<file path="src/rtl/alu_issue_stage_if.sv">
// Instruction handshake channel into alu_issue_stage.
// Upstream drives instr/instr_valid; the stage returns instr_ready.
interface alu_issue_stage_if;
    logic        instr_valid;
    logic        instr_ready;
    logic [15:0] instr;

    modport master (
        output instr_valid,
        output instr,
        input  instr_ready
    );

    modport slave (
        input  instr_valid,
        input  instr,
        output instr_ready
    );
endinterface

</file>
<file path="src/rtl/alu_issue_stage.sv">
// alu_issue_stage: two-stage (E, W) execute front end for a 16-bit
// combinational ALU, with an 8x16 register file, cmp flags and RAW handling.
// Compile-time option ALU_ISSUE_FWD_EN: when defined, RAW hazards are
// resolved by bypassing wb_data into E; otherwise E stalls for one cycle.
module alu_issue_stage (
    input  logic                    clk,
    input  logic                    rst,
    alu_issue_stage_if.slave        instr_if,
    output logic [15:0]             alu_a_o,
    output logic [15:0]             alu_b_o,
    output logic [2:0]              alu_sel_o,
    input  logic [15:0]             alu_result_i,
    output logic                    wb_valid_o,
    output logic [2:0]              wb_rd_o,
    output logic [15:0]             wb_data_o,
    output logic                    flag_gt_o,
    output logic                    flag_lt_o,
    output logic                    flag_eq_o,
    input  logic [2:0]              dbg_addr_i,
    output logic [15:0]             dbg_data_o
);

    localparam int unsigned DW   = 16;
    localparam int unsigned RW   = 3;
    localparam int unsigned NREG = 8;
    localparam int unsigned IMMW = 6;
    localparam logic [2:0]  OP_CMP = 3'd7;

    typedef struct packed {
        logic [2:0]      op;
        logic [RW-1:0]   rd;
        logic [RW-1:0]   ra;
        logic            imm;
        logic [IMMW-1:0] lo;    // rb in [5:3] when imm=0, imm6 when imm=1
    } instr_t;

    logic [DW-1:0] rf_q [NREG];

    logic          e_valid_q, e_valid_d;
    instr_t        e_instr_q, e_instr_d;
    logic          wb_valid_q, wb_valid_d;
    logic [RW-1:0] wb_rd_q, wb_rd_d;
    logic [DW-1:0] wb_data_q, wb_data_d;
    logic          flag_gt_q, flag_gt_d;
    logic          flag_lt_q, flag_lt_d;
    logic          flag_eq_q, flag_eq_d;

    logic [RW-1:0] e_ra, e_rb;
    logic [DW-1:0] opnd_a, opnd_b;
    logic          haz_a, haz_b;
    logic          stall;
    logic          accept;

    // Operand read, hazard detection, and ALU drive for the E stage
    always_comb begin
        e_ra   = e_instr_q.ra;
        e_rb   = e_instr_q.lo[5:3];
        haz_a  = e_valid_q && wb_valid_q && (wb_rd_q != '0) && (wb_rd_q == e_ra);
        haz_b  = e_valid_q && wb_valid_q && (wb_rd_q != '0) && !e_instr_q.imm
                 && (wb_rd_q == e_rb);
`ifdef ALU_ISSUE_FWD_EN
        opnd_a = haz_a ? wb_data_q : rf_q[e_ra];
        opnd_b = haz_b ? wb_data_q : rf_q[e_rb];
        stall  = 1'b0;
`else
        opnd_a = rf_q[e_ra];
        opnd_b = rf_q[e_rb];
        stall  = haz_a || haz_b;
`endif
        alu_a_o   = '0;
        alu_b_o   = '0;
        alu_sel_o = '0;
        if (e_valid_q) begin
            alu_a_o   = opnd_a;
            alu_b_o   = e_instr_q.imm ? DW'(e_instr_q.lo) : opnd_b;
            alu_sel_o = e_instr_q.op;
        end
        instr_if.instr_ready = !rst && (!e_valid_q || !stall);
        accept = instr_if.instr_valid && instr_if.instr_ready;
    end

    // Next state for the E/W pipeline and the cmp flags
    always_comb begin
        e_valid_d  = e_valid_q;
        e_instr_d  = e_instr_q;
        wb_valid_d = 1'b0;
        wb_rd_d    = wb_rd_q;
        wb_data_d  = wb_data_q;
        flag_gt_d  = flag_gt_q;
        flag_lt_d  = flag_lt_q;
        flag_eq_d  = flag_eq_q;
        if (!stall) begin
            e_valid_d = accept;
            if (accept) begin
                e_instr_d = instr_t'(instr_if.instr);
            end
            if (e_valid_q) begin
                if (e_instr_q.op == OP_CMP) begin
                    flag_gt_d = (alu_result_i == DW'(1));
                    flag_lt_d = (alu_result_i == DW'(2));
                    flag_eq_d = (alu_result_i == DW'(0));
                end else begin
                    wb_valid_d = 1'b1;
                    wb_rd_d    = e_instr_q.rd;
                    wb_data_d  = alu_result_i;
                end
            end
        end
    end

    // State registers; register file written at the end of the W cycle
    always_ff @(posedge clk) begin
        if (rst) begin
            e_valid_q  <= 1'b0;
            e_instr_q  <= '0;
            wb_valid_q <= 1'b0;
            wb_rd_q    <= '0;
            wb_data_q  <= '0;
            flag_gt_q  <= 1'b0;
            flag_lt_q  <= 1'b0;
            flag_eq_q  <= 1'b0;
            for (int i = 0; i < NREG; i++) begin
                rf_q[i] <= '0;
            end
        end else begin
            e_valid_q  <= e_valid_d;
            e_instr_q  <= e_instr_d;
            wb_valid_q <= wb_valid_d;
            wb_rd_q    <= wb_rd_d;
            wb_data_q  <= wb_data_d;
            flag_gt_q  <= flag_gt_d;
            flag_lt_q  <= flag_lt_d;
            flag_eq_q  <= flag_eq_d;
            if (wb_valid_q && (wb_rd_q != '0)) begin
                rf_q[wb_rd_q] <= wb_data_q;
            end
        end
    end

    // Registered outputs and the debug read port (no write-through)
    always_comb begin
        wb_valid_o = wb_valid_q;
        wb_rd_o    = wb_rd_q;
        wb_data_o  = wb_data_q;
        flag_gt_o  = flag_gt_q;
        flag_lt_o  = flag_lt_q;
        flag_eq_o  = flag_eq_q;
        dbg_data_o = rf_q[dbg_addr_i];
    end

endmodule

</file>
<file path="src/flat_wrapper.sv">
// flat-port wrapper written by rule: the top's interface ports become plain ports
module alu_issue_stage_flat 
  (clk, rst, alu_a_o, alu_b_o, alu_sel_o, alu_result_i, wb_valid_o, wb_rd_o, wb_data_o, flag_gt_o, flag_lt_o, flag_eq_o, dbg_addr_i, dbg_data_o, instr_if_instr_valid, instr_if_instr, instr_if_instr_ready);
  alu_issue_stage_if instr_if_i ();
  input  logic clk;
  input  logic rst;
  output logic [15:0] alu_a_o;
  output logic [15:0] alu_b_o;
  output logic [2:0] alu_sel_o;
  input  logic [15:0] alu_result_i;
  output logic wb_valid_o;
  output logic [2:0] wb_rd_o;
  output logic [15:0] wb_data_o;
  output logic flag_gt_o;
  output logic flag_lt_o;
  output logic flag_eq_o;
  input  logic [2:0] dbg_addr_i;
  output logic [15:0] dbg_data_o;
  input wire logic [$bits(instr_if_i.instr_valid)-1:0] instr_if_instr_valid;
  input wire logic [$bits(instr_if_i.instr)-1:0] instr_if_instr;
  output wire logic [$bits(instr_if_i.instr_ready)-1:0] instr_if_instr_ready;
  assign instr_if_i.instr_valid = instr_if_instr_valid;
  assign instr_if_i.instr = instr_if_instr;
  assign instr_if_instr_ready = instr_if_i.instr_ready;
  alu_issue_stage u_core (.clk(clk), .rst(rst), .instr_if(instr_if_i), .alu_a_o(alu_a_o), .alu_b_o(alu_b_o), .alu_sel_o(alu_sel_o), .alu_result_i(alu_result_i), .wb_valid_o(wb_valid_o), .wb_rd_o(wb_rd_o), .wb_data_o(wb_data_o), .flag_gt_o(flag_gt_o), .flag_lt_o(flag_lt_o), .flag_eq_o(flag_eq_o), .dbg_addr_i(dbg_addr_i), .dbg_data_o(dbg_data_o));
endmodule
</file>
<file path="config.mk">
export PLATFORM = sky130hd
export DESIGN_NAME = alu_issue_stage_flat
export DESIGN_NICKNAME = d
export VERILOG_FILES = /design/src/rtl/alu_issue_stage_if.sv /design/src/rtl/alu_issue_stage.sv /design/src/flat_wrapper.sv
export SDC_FILE = /design/constraint.sdc
export NUM_CORES = 1
export LEC_CHECK = 0
export BUFFER_PORTS_ARGS = -buffer_cell sky130_fd_sc_hd__buf_2
export CORE_AREA = 3 3 145 147
export DETAILED_ROUTE_END_ITERATION = 16
export DIE_AREA = 0 0 148 150
export PLACE_DENSITY = 0.68
export SYNTH_ARGS = -nofsm -noshare
export SYNTH_HDL_FRONTEND = slang
export SYNTH_SLANG_ARGS = --single-unit
</file>
<file path="constraint.sdc">
create_clock -name clk -period 2.61 [get_ports clk]
set_clock_uncertainty 0.15 [all_clocks]
set_input_delay 0.3915 -clock clk [delete_from_list [all_inputs] [get_ports clk]]
set_output_delay 0.3915 -clock clk [all_outputs]
set_load 0.1 [all_outputs]
</file>
==> Word level (Yosys, flattened, before mapping) <==
Memory sizes are Yosys's and may differ from the RTL's. A register that Yosys moved wholly into a read port is not among the register bits.
Index checks and enable logic that the tools add are counted.
{ "totals": {"reg_bits": 40, "n_memories": 1, "elab_cells": 59, "ram_bits": 128, "output_inout_bits": 75} }
{ "classes": {"n_bitwise": 3, "eq_ne": 5, "reduce_logical": 21, "muxes": 17} }
{ "memory_table": {"columns": ["memory", "words", "width", "read_ports", "rd_clocked_by_memory_dff", "wr", "line", "rtl"], "rows": [
  ["u_core.rf_q", 8, 16, 3, 2, 8, "alu_issue_stage.sv:37", "logic [DW-1:0] rf_q [NREG];"]
]} }
{ "ops": {"columns": ["cell", "n"], "rows": [
  ["$mux W16", 4],
  ["$mux W3", 6],
  ["$eq A16 B1 Y1 const B", 1],
  ["$eq A16 B2 Y1 const B", 1],
  ["$logic_not A16 Y1", 1],
  ["$reduce_or A16 Y1", 1],
  ["$logic_and A1 B1 Y1", 8],
  ["$mux W1", 7],
  ["$eq A3 B3 Y1", 2],
  ["$reduce_and A3 Y1", 2],
  ["$logic_not A1 Y1", 4],
  ["$eq A3 B3 Y1 const B", 1],
  ["$not A1 Y1", 3],
  ["$reduce_bool A3 Y1", 1],
  ["$reduce_or A3 Y1", 1],
  ["$logic_or A1 B1 Y1", 2],
  ["$reduce_and A2 Y1", 1]
]} }

==> Depth between registers and ports, before layout <==
{ "logic_depth": {"ltp_word": 12, "mapped_depth": 7} }

==> Least setup slack after synthesis <==
No wires, ideal clock.
{ "synth_path": {"path_kind": "flip-flop to output port", "from": "register u_core.wb_rd_q[2] (netlist: u_core.wb_rd_o[2])", "to": "output instr_if_instr_ready", "setup_slack_ns": -1.020, "arrival_ns": 3.089, "stages_incl_launch_ff": 6, "n_path_buf": 1, "path_cell_list": "dfxtp_1 > buf_2 > xnor2_1 > nand4_1 > a21oi_4 > a21oi_1"} }
{ "synth_via": {"elab_chain_cells": 8, "word_cells_on_any_way": 11, "cone_classes": "eq/ne (2); reduce/logical (9)"} }
{ "synth_lines": {"columns": ["item", "line", "rtl"], "rows": [
  ["start: declaration", "alu_issue_stage.sv:42", "logic [RW-1:0] wb_rd_q, wb_rd_d;"],
  ["start signal: assignment", "alu_issue_stage.sv:129", "wb_rd_q <= wb_rd_d;"],
  ["$reduce_bool A3 Y1", "alu_issue_stage.sv:58, alu_issue_stage.sv:59", null],
  ["$logic_and A1 B1 Y1", "alu_issue_stage.sv:58, alu_issue_stage.sv:59", null],
  ["$logic_and A1 B1 Y1", "alu_issue_stage.sv:59", "haz_b = e_valid_q && wb_valid_q && (wb_rd_q != '0) && !e_instr_q.imm"],
  ["$logic_and A1 B1 Y1", "alu_issue_stage.sv:60", "&& (wb_rd_q == e_rb);"],
  ["$logic_or A1 B1 Y1 (*)", "alu_issue_stage.sv:68", "stall = haz_a || haz_b;"],
  ["$logic_not A1 Y1 (*)", "alu_issue_stage.sv:78", "instr_if.instr_ready = !rst && (!e_valid_q || !stall);"],
  ["$logic_or A1 B1 Y1 (*)", "alu_issue_stage.sv:78", null],
  ["$logic_and A1 B1 Y1 (*)", "alu_issue_stage.sv:78", null],
  ["end: declaration", "flat_wrapper.sv:21", "output wire logic [$bits(instr_if_i.instr_ready)-1:0] instr_if_instr_ready;"]
]} }
Every way passes the cells marked *; elsewhere a longest branch is shown, timed or not.

==> metrics.md <==
| Metric | Value |
|---|---|
| Core area | `20040 sq um` |
| Crit end category | `primary output` |
| Root Driver | `clkbuf_16` |
| Mean routed wirelength per cell | `23.35 microns` |
| Vias in the first global route | `6690` |
| Crit Path Class | `flip-flop to primary output` |
| Min Hold Slack | `47.56 ps` |
| Global-route wire length before repair | `39760 microns` |
| Fraction of layout cells with a size suffix above 1 | `44.05%` |
| Remaining antenna violation count | `0` |
| I/O Buffers | `112` |
| CP Launch Type | `flip-flop` |
| Largest net degree at the start of global routing | `67` |
| Min Tclk post-route | `2672 ps` |
| Clock Pin Slew Worst Setup and Hold Paths | `60 ps` |
| Final Hold Viols | `0` |
| Cell Area, Synth | `9827 sq um` |
| Critical path required time | `2070 ps` |
| Post-place setup slack | `200.8 ps` |
| Count of final setup violators | `26` |
| Status | `finished with violations` |
| Initial antenna violation count | `0` |
| Commonest non-fill, non-tap cells in the layout | `edfxtp_1, and2_1, mux4_2, buf_2, nand2b_1` |
| Distinct cells, synth | `30` |
| Max IR drop VDD | `0.4410 mV` |
| HPWL reported at the end of detailed placement | `17390 microns` |
| Drt drc | `0` |
| Vias per cell | `5.814` |
| Total CTS buffers | `17` |
| Total track usage | `23.86%` |
| CP max FO | `8` |
| Setup WS post-layout | `-61.82 ps` |
| GPL Wtd Cong | `0.8265` |
| Layout Utilization | `62.13%` |
| Most common cell after layout, fill and taps aside | `edfxtp_1` |
| Unrepaired setup endpoints after global routing | `yes` |
| Nets | `865` |
| Critical path arrival | `2130 ps` |
| Sink Count | `174` |
| Tightest Hold Check Type | `input port to flip-flop` |
| Routed vias | `6454` |
| CTS H-tree depth | `4` |
| Die area | `22200 sq um` |
| Worst slew pin tran | `735.1 ps` |
| Max Cap Viol | `0` |
| Non-Filler Instances | `1110` |
| Pleak | `4.550 nW` |
| Placed Cells | `1069` |
| Detailed Routing Iterations Pass 1 | `5` |
| Slew Limit Fails | `0` |
| Tcrit/Tclk final | `102.4%` |
| Die width | `148 microns` |
| Fill cells | `1546` |
| Post-CTS Hold Buffers | `0` |
| Die Height | `150 microns` |
| Worst-Skew Late Latency | `430 ps` |
| I/O pin count | `113` |
| Sequential element share of the synthesized area | `48.48%` |
| Antenna diode count | `0` |
| Violated checks | `setup timing` |
| Post-Syn Instances | `695` |
| Row Count | `52` |
| Layout area overhead | `26.69%` |
| Initial DRC count | `585` |
| Final wirelength | `25920 microns` |
| Fmax | `0.3743 GHz` |
| Final TNS setup | `-620.5 ps` |
| Synthesized flop and latch total | `174` |
| Power density cells | `594.0 nW/um^2` |
| Yosys Warn Count | `0` |
| Syn avg cell area | `14.14 sq um` |
| Clock buffer depth | `2` |
| Relative slew slack | `50.88%` |
| Initial core utilization | `49.04%` |
| Total global routing overflow | `0` |
| CTS tree | `built` |
-- power by group --
group          internal, mW  total, mW  switching, mW  leakage, nW
Clock                  1.48       2.51           1.04        0.299
Combinational         0.648       1.66           1.02         2.56
Sequential             3.08       3.22          0.135         1.69
Total                  5.21       7.39           2.19         4.55
-- synthesized netlist by cell type --
| cell type | instances | area [sq um] |
|---|---|---|
| nor3_1 | 5 | 25.02 |
| clkbuf_1 | 29 | 108.9 |
| a21oi_4 | 1 | 16.27 |
| nand2_1 | 9 | 33.78 |
| nor2_1 | 18 | 67.56 |
| nor2_4 | 1 | 11.26 |
| a21oi_1 | 2 | 10.01 |
| mux4_2 | 96 | 2162 |
| buf_4 | 3 | 22.52 |
| xnor2_1 | 6 | 52.55 |
| nor4_1 | 3 | 18.77 |
| buf_2 | 13 | 65.06 |
| nand2b_1 | 72 | 450.4 |
| and2_1 | 121 | 757.0 |
| buf_1 | 6 | 22.52 |
| nand4_1 | 3 | 18.77 |
| nor2b_1 | 18 | 112.6 |
| or3b_2 | 2 | 17.52 |
| o21ai_0 | 6 | 30.03 |
| a21boi_2 | 1 | 11.26 |
| mux2_2 | 17 | 191.4 |
| or2_2 | 7 | 43.79 |
| edfxtp_1 | 128 | 3844 |
| nand3_1 | 1 | 5.000 |
| nor3b_2 | 1 | 12.51 |
| conb_1 | 1 | 3.750 |
| mux2i_1 | 75 | 750.7 |
| dfxtp_1 | 46 | 920.9 |
| buf_6 | 3 | 33.78 |
| nand3b_1 | 1 | 7.510 |
-- per-stage QoR --
stage	instance area [sq um]	total power, mW
CTS	12310	7.390
floorplan	10010	4.371
global placement	11460	4.783
finish	12450	7.395
global route	12450	7.623
detailed placement	11460	4.815
-- metal layers --
metal | up-vias | wire length (microns) | global-route usage, %
met5 | - | 0 | 0
met4 | 0 | 504 | 7.991
met3 | 35 | 2212 | 4.634
met2 | 312 | 12330 | 38.75
met1 | 3259 | 10870 | 32.65
li1 | 2848 | - | -
-- state kept, by name, summed over array words and instances, names as in the netlist, named ones only --
register           cells
u_core.rf_q          128
u_core.flag_gt_o       1
u_core.flag_eq_o       1
u_core.e_instr_q      13
u_core.wb_rd_o         3
u_core.e_valid_q       1
u_core.wb_valid_o      1
u_core.wb_data_o      16
u_core.flag_lt_o       1
u_core.e_ra            3
-- worst paths after layout --
path | start | to | slack [ps] | cells after the start
max reg2reg | u_core.wb_rd_o[1] | flip-flop | 340 | 7
max | flip-flop | alu_b_o[3] | -60 | 6
min reg2reg | u_core.e_instr_q[2] | u_core.e_instr_q[2] | 330 | 2
min | instr_if_instr_valid | u_core.e_valid_q | 50 | 3
-- cells by family (layout without fill, tap and decap cells) --
group / after synthesis / in the layout / share of synthesized area, %
AO/OA/AOI/OAI: 10 / 10 / 0.6876
XOR/XNOR: 6 / 6 / 0.5348
buffers and inverters: 54 / 184 / 2.572
flip-flops: 174 / 174 / 48.48
multiplexers: 188 / 188 / 31.59
other: 1 / 16 / 0.03816
AND/OR/NAND/NOR: 262 / 262 / 16.09
-- area by class of cell --
type	instances	area, sq um	share of cell area [%]
Timing Repair Buffer	152	1540	12.37
Clock inverter	6	41.29	0.3317
Multi-Input combinational cell	482	5199	41.76
Clock buffer	26	555.5	4.462
Tap cell	270	337.8	2.714
Sequential cell	174	4776	38.36
-- worst max-delay path, cell delays in order, from the launching register on --
cell,delay [ps]
dfxtp_4,390
buf_12,160
mux4_2,530
mux2i_4,220
o21ai_1,100
and2_4,150
buf_12,160
-- what timing repair did --
action,CTS,global route
endpoints found under the setup margin,29,31
gates resized for setup,51,12
gates cloned,2,2
pin swaps,9,7
setup buffers,2,3
Note: power is estimated with default switching activity, not from simulation.
